### config.mk
export PLATFORM = sky130hd
export DESIGN_NAME = alu_top
export DESIGN_NICKNAME = d
export VERILOG_FILES = /design/src/rtl/alu_top.sv
export SDC_FILE = /design/constraint.sdc
export NUM_CORES = 1
export LEC_CHECK = 0
export CAP_MARGIN = 20
export CELL_PAD_IN_SITES_DETAIL_PLACEMENT = 0
export CELL_PAD_IN_SITES_GLOBAL_PLACEMENT = 2
export CORE_ASPECT_RATIO = 1.25
export CORE_MARGIN = 4
export CORE_UTILIZATION = 38
export DETAILED_ROUTE_END_ITERATION = 7
export DONT_BUFFER_PORTS = 1
export GPL_TIMING_DRIVEN = 0
export PLACE_DENSITY_LB_ADDON = 0.1
export SLEW_MARGIN = 20
export SYNTH_ARGS = -nofsm -noshare
export SYNTH_HDL_FRONTEND = slang
export SYNTH_SLANG_ARGS = --single-unit
### constraint.sdc
create_clock -name clk -period 6.75 [get_ports clk]
set_input_delay 1.35 -clock clk [delete_from_list [all_inputs] [get_ports clk]]
set_output_delay 1.35 -clock clk [all_outputs]
set_load 0.02 [all_outputs]
### src/rtl/alu_top.sv
// 4-bit, 16-operation ALU with a registered 8-bit result.
// Operands and opcode are sampled every rising edge; the result appears one cycle later.
module alu_top (
    input  logic       clk,
    input  logic       rst_n,
    input  logic [3:0] r1,
    input  logic [3:0] r2,
    input  logic [3:0] op_code,
    output logic [7:0] out
);

    typedef enum logic [3:0] {
        OP_ADD  = 4'b0000,
        OP_SUB  = 4'b0001,
        OP_MUL  = 4'b0010,
        OP_DIV  = 4'b0011,
        OP_AND  = 4'b0100,
        OP_OR   = 4'b0101,
        OP_XOR  = 4'b0110,
        OP_NAND = 4'b0111,
        OP_SHL  = 4'b1000,
        OP_SHR  = 4'b1001,
        OP_ROL  = 4'b1010,
        OP_ROR  = 4'b1011,
        OP_CMP  = 4'b1100,
        OP_CAT  = 4'b1101,
        OP_ABS  = 4'b1110,
        OP_HOLD = 4'b1111
    } op_t;

    logic [7:0] out_reg;
    logic [7:0] result_next;

    logic [7:0] a_ext;
    logic [7:0] b_ext;
    logic [3:0] and_bits;
    logic [3:0] or_bits;
    logic [3:0] xor_bits;
    logic [7:0] rol_dbl;
    logic [7:0] ror_dbl;
    logic [3:0] quo;
    logic [3:0] rem;

    assign a_ext = {4'h0, r1};
    assign b_ext = {4'h0, r2};

    // Bitwise operations built per bit; NAND is the inverted AND bus.
    genvar gi;
    generate
        for (gi = 0; gi < 4; gi++) begin : g_bitwise
            assign and_bits[gi] = r1[gi] & r2[gi];
            assign or_bits[gi]  = r1[gi] | r2[gi];
            assign xor_bits[gi] = r1[gi] ^ r2[gi];
        end
    endgenerate

    // Rotating a doubled copy keeps the wrapped bits in the selected nibble.
    assign rol_dbl = {r1, r1} << r2[1:0];
    assign ror_dbl = {r1, r1} >> r2[1:0];

    // Divider outputs are only used when r2 is non-zero.
    assign quo = (r2 == 4'h0) ? 4'h0 : r1 / r2;
    assign rem = (r2 == 4'h0) ? 4'h0 : r1 % r2;

    always_comb begin
        result_next = out_reg;
        case (op_t'(op_code))
            OP_ADD:  result_next = a_ext + b_ext;
            OP_SUB:  result_next = a_ext - b_ext;
            OP_MUL:  result_next = a_ext * b_ext;
            OP_DIV:  result_next = (r2 == 4'h0) ? 8'hFF : {rem, quo};
            OP_AND:  result_next = {4'h0, and_bits};
            OP_OR:   result_next = {4'h0, or_bits};
            OP_XOR:  result_next = {4'h0, xor_bits};
            OP_NAND: result_next = {4'h0, ~and_bits};
            OP_SHL:  result_next = a_ext << r2;
            OP_SHR:  result_next = a_ext >> r2;
            OP_ROL:  result_next = {4'h0, rol_dbl[7:4]};
            OP_ROR:  result_next = {4'h0, ror_dbl[3:0]};
            OP_CMP:  result_next = {5'b0, (r1 > r2), (r1 == r2), (r1 < r2)};
            OP_CAT:  result_next = {r1, r2};
            OP_ABS:  result_next = (r1 >= r2) ? (a_ext - b_ext) : (b_ext - a_ext);
            OP_HOLD: result_next = out_reg;
            default: result_next = out_reg;
        endcase
    end

    always_ff @(posedge clk) begin
        if (!rst_n) begin
            out_reg <= 8'h00;
        end else begin
            out_reg <= result_next;
        end
    end

    assign out = out_reg;

endmodule

Yosys cells after proc, flatten, opt, wreduce, memory -nomap -nowiden
Cells that the tools add are included.
{ "classes": {"eq_ne": 16, "div_mod_pow": 2, "shift": 4, "n_mux": 3, "order_cmp": 3, "bitwise_logic": 13, "n_reduce_logical": 2, "add_sub_neg": 3, "multipliers": 1} }
{ "ops": {"columns": ["cell", "count"], "rows": [
  ["case mux 8 bit (15 select lines)", 1],
  ["== test 4 bit, second input constant", 8],
  ["== test 4 x 3 -> 1 bit, second input constant", 4],
  ["2-to-1 mux 8 bit", 2],
  ["subtractor 4 x 4 -> 5 bit", 2],
  ["== test 4 x 2 -> 1 bit, second input constant", 2],
  ["zero test 4 bit", 2],
  ["multiplier 4 x 4 -> 8 bit", 1],
  ["<< shifter 4 x 4 -> 8 bit", 1],
  ["<< shifter 8 x 2 -> 8 bit", 1],
  ["right shift 4 x 4 -> 8 bit", 1],
  ["right shift 8 x 2 -> 4 bit", 1],
  ["adder 4 x 4 -> 5 bit", 1],
  ["AND 1 bit", 4],
  ["divider 4 x 4 -> 4 bit", 1],
  ["== test 4 x 1 -> 1 bit, second input constant", 1],
  ["== test 4 bit", 1],
  [">= comparator 4 bit", 1],
  ["greater-than comparator 4 bit", 1],
  ["less-than comparator 4 bit", 1],
  ["modulo 4 x 4 -> 4 bit", 1],
  ["NOT 4 bit", 1],
  ["bitwise OR 1 bit", 4],
  ["XOR 1 bit", 4]
]} }
{ "totals": {"inputBits": 14, "regBits": 8} }

Longest topological paths before layout
{ "logic_depth": {"word_depth": 3, "ltp_mapped": 21, "ltp_nobuf": 21} }

Worst setup path before layout
Ideal clock, no wire load.
{ "synth_timing": {"kind": "input-to-reg", "start": "in r2[0]", "end": "reg out_reg[0] (netlist: out[0])", "slack_ns": 0.877, "t_required_ns": 6.622, "n_path_buf": 0, "path_stages": 19, "t_arrival_ns": 5.745, "cell_sequence": "clkinv_1 > ha_1 > or4b_1 > a22oi_1 > ha_1 > o21a_1 > o21ai_0 > mux2i_1 > ha_1 > o21ai_0 > a211oi_1 > mux2_2 > ha_1 > o21ai_0 > a21oi_1 > nor2_1 > nand2_1 > a2111oi_2 > o22ai_1"} }
{ "synth_between": {"elab_chain_cells": 3} }
{ "synth_lines": {"columns": ["item", "line", "text"], "rows": [
  ["start, declared", "7", "input logic [3:0] r2,"],
  ["divider 4 x 4 -> 4 bit, or another cell as far along", "62", "assign quo = (r2 == 4'h0) ? 4'h0 : r1 / r2;"],
  ["2-to-1 mux 8 bit, or another cell as far along", "71", "OP_DIV: result_next = (r2 == 4'h0) ? 8'hFF : {rem, quo};"],
  ["case mux 8 bit (15 select lines) (*)", "67", "case (op_t'(op_code))"],
  ["end signal, assigned", "92", "out_reg <= result_next;"],
  ["end, declared", "31", "logic [7:0] out_reg;"]
]} }
Mark *: on every way between the ends. The rest lies on a longest branch, timed or not.
A chain may end at the register's enable or synchronous reset.

Final worst setup path
Same ends and word-level chain as after synthesis.

==> results.json <==
{
  "status": "completed",
  "post-place-ws_ns": 0.0198,
  "post-cts-setup-buffers": 0,
  "die-area_um2": 8680,
  "grt_pass1_wl_um": 16500,
  "arrival_ns": 6.46,
  "ioPinCount": 22,
  "final_nets": 438,
  "switchingPower_uw": 166,
  "timing_worst_setup_path_type": "in2reg",
  "ctsResizeCount": 0,
  "io_buffers": 0,
  "tightest_slew_ns": 1.01,
  "rsz0062_at_grt": "no",
  "fmax_ghz": 0.158,
  "synth_cell_type_count": 74,
  "regArea_um2": 160,
  "pwr-share-comb": 0.635,
  "final.setup_skew_ns": 0,
  "drt-total-wl_um": 10700,
  "cp_max_fo": 13,
  "p_leak_nw": 1.20,
  "multi_input_area_um2": 2400,
  "intPower_uw": 174,
  "grt_antenna_before_repair": 0,
  "synth_seq_cells": 8,
  "synth_edf_count": 0,
  "cts_inserted_buffers": 3,
  "syn_area_um2": 2750,
  "ys.flop_type": "dfxtp_1",
  "ys_top_cells_by_area": "ha_1 19%, dfxtp_1 5.8%, fa_1 5.8%",
  "syn_area_per_cell_um2": 7.44,
  "crit_top_cell": "ha_1",
  "slew_headroom": 0.320,
  "cts_hold_buf": 0,
  "min_path_type": "reg2reg",
  "yosysSeqAreaShare": 0.0582,
  "synth_top_area_frac": 0.186,
  "drtAntennaViolNets": 0,
  "required_ns": 6.86,
  "areaGrowthSynthToFinish_pct": 5.77,
  "synth-async-reset-ratio": 0,
  "clock_power_share": 0.189,
  "largest_reg_flops": 8,
  "grt_max_degree": 18,
  "clock-sinks": 8,
  "setup_tns_ns": 0,
  "initial_core_util": 0.392,
  "diodes": 0,
  "p_per_area_nw_per_um2": 117,
  "yosysWarnings": 0,
  "vias": 2931,
  "grt_pass1_vias": 2908,
  "crit_family": "compound AO/OA/AOI/OAI gates",
  "layout-drive-gt1-share": 0.0938,
  "critPathSlowestCell": "a2111oi_2",
  "wl_per_cell_um": 23.1,
  "track_usage": 0.247,
  "holdPathStages": 2,
  "max_stage_delay_ns": 0.50,
  "synth_nets": 433,
  "clkTransAtPathRegs_ns": 0.05,
  "fp.dieW_um": 84.1,
  "core-area_um2": 7020,
  "cp_num_buf_inv": 1,
  "hpwl_um": 8360,
  "synth_area_leader_cell": "ha_1",
  "crit_cells": 19,
  "clock_latency_ns": 0.24,
  "first_pass_iters": 5,
  "worstPathCellList": "clkinv_1, ha_1, or4b_1, a22oi_1, ha_1, o21a_1, o21ai_1, mux2i_1, ha_1, o21ai_0, a211oi_2, mux2_2, ha_1, o21ai_0, a21oi_1, nor2_1, nand2_1, a2111oi_2, o22ai_1",
  "setup_viol": 0,
  "slew_violations": 0,
  "grt-ovfl-total": 0,
  "htreeDepth": 1,
  "routed_via_density": 6.33,
  "seq_power_share": 0.176,
  "cap_violations": 0,
  "die_y_um": 103,
  "route.detailed.drc": 0,
  "drtIter0Drc": 228,
  "worst_r2r_path_depth": 5,
  "critPathLaunchType": "input port",
  "peakVddDrop_mv": 0.0568,
  "crit_path_end_kind": "flip-flop",
  "period_minus_slack_ns": 6.35,
  "num_rows": 34,
  "tritoncts": "yes",
  "root_buffer": "clkbuf_8",
  "gp_congestion": 0.971,
  "cts_buffer_depth": 2,
  "fin_crit_sh": 0.941,
  "synthCells": 370,
  "fillers": 794,
  "hold_viol": 0,
  "swShare": 0.487,
  "finalWorstSetupSlack_ns": 0.402
}
layout make-up:
class / instances / share of cell area
Multi-Input combinational cell: 322 / 0.824
Sequential cell: 8 / 0.0550
Inverter: 21 / 0.0271
Clock buffer: 3 / 0.0142
Tap cell: 90 / 0.0387
Buffer: 19 / 0.0413
placed cells by master, fill, tap and decap left out, drive strengths merged, types with 6 or more instances in the layout:
cell type	instances
a21oi	18
buf	15
clkbuf	7
dfxtp	8
fa	8
ha	41
inv	20
mux2i	16
nand2	35
nand2b	9
nor2	42
nor3	11
o211ai	8
o21ai	24
xnor2	6
cells in the mapped netlist, types with 3 or more instances:
| master | instances |
|---|---|
| nor2b_1 | 5 |
| a211oi_1 | 5 |
| nor2_1 | 42 |
| mux2i_1 | 16 |
| nand2_1 | 35 |
| o31a_1 | 3 |
| o2111ai_1 | 3 |
| o31ai_1 | 5 |
| inv_1 | 18 |
| o211ai_1 | 8 |
| nand3_1 | 5 |
| ha_1 | 41 |
| fa_1 | 8 |
| o21a_1 | 3 |
| dfxtp_1 | 8 |
| nor3_1 | 11 |
| xnor2_1 | 6 |
| nand2b_1 | 9 |
| mux2_2 | 4 |
| a21oi_1 | 17 |
| o22ai_1 | 5 |
| buf_2 | 8 |
| nand3b_1 | 4 |
| o21ai_0 | 22 |
| o21bai_1 | 3 |
| clkbuf_1 | 3 |
| buf_4 | 3 |
| a31oi_1 | 5 |
cells by family after synthesis:
logic type,synth area share
multiplexers,0.0745
adder cells (fa/ha/maj),0.245
AO/OA/AOI/OAI,0.285
flip-flops,0.0582
AND/OR/NAND/NOR,0.240
XOR/XNOR,0.0255
buffers and inverters,0.0723
final timing paths:
check	slack, ns	endpoint	startpoint
min	0.59	out[0]$_SDFFE_PN0P_	out[0]$_SDFFE_PN0P_
min reg2reg	0.59	out[0]$_SDFFE_PN0P_	out[0]$_SDFFE_PN0P_
max reg2reg	5.21	out[2]$_SDFFE_PN0P_	out[2]$_SDFFE_PN0P_
max	0.40	out[0]$_SDFFE_PN0P_	r2[0]
tightest hold or removal path, stage by stage (launching register included):
cell     delay, ns
dfxtp_1       0.37
nand2_1       0.08
o22ai_1       0.08
per-stage QoR:
step           instances  hold WS (ns)   util  power (mW)  area, um2
2_1_floorplan        370         0.543      -       0.218       2750
3_3_place_gp         460         0.566  0.408       0.272       2870
3_5_place_dp         460         0.569  0.408       0.273       2870
4_1_cts              463         0.578  0.414       0.337       2910
5_1_grt              463         0.609  0.415       0.364       2910
6_report             463         0.586  0.415       0.340       2910
layer usage:
metal,GRT usage,share of wire,up-vias
met2,0.402,0.45,126
met1,0.306,0.43,1388
met3,0.0536,0.066,39
met4,0.131,0.057,0
met5,0,0,-
li1,-,-,1378
power by group through the flow:
stage | combinational (mW) | clock (mW) | sequential, mW
finish | 0.216 | 0.0643 | 0.0599
global route | 0.238 | 0.0652 | 0.0606
CTS | 0.213 | 0.0634 | 0.0603
detailed placement | 0.211 | 0 | 0.0612
global placement | 0.211 | 0 | 0.0610
floorplan | 0.159 | 0 | 0.0598
Power figures use the tool's default switching activity.
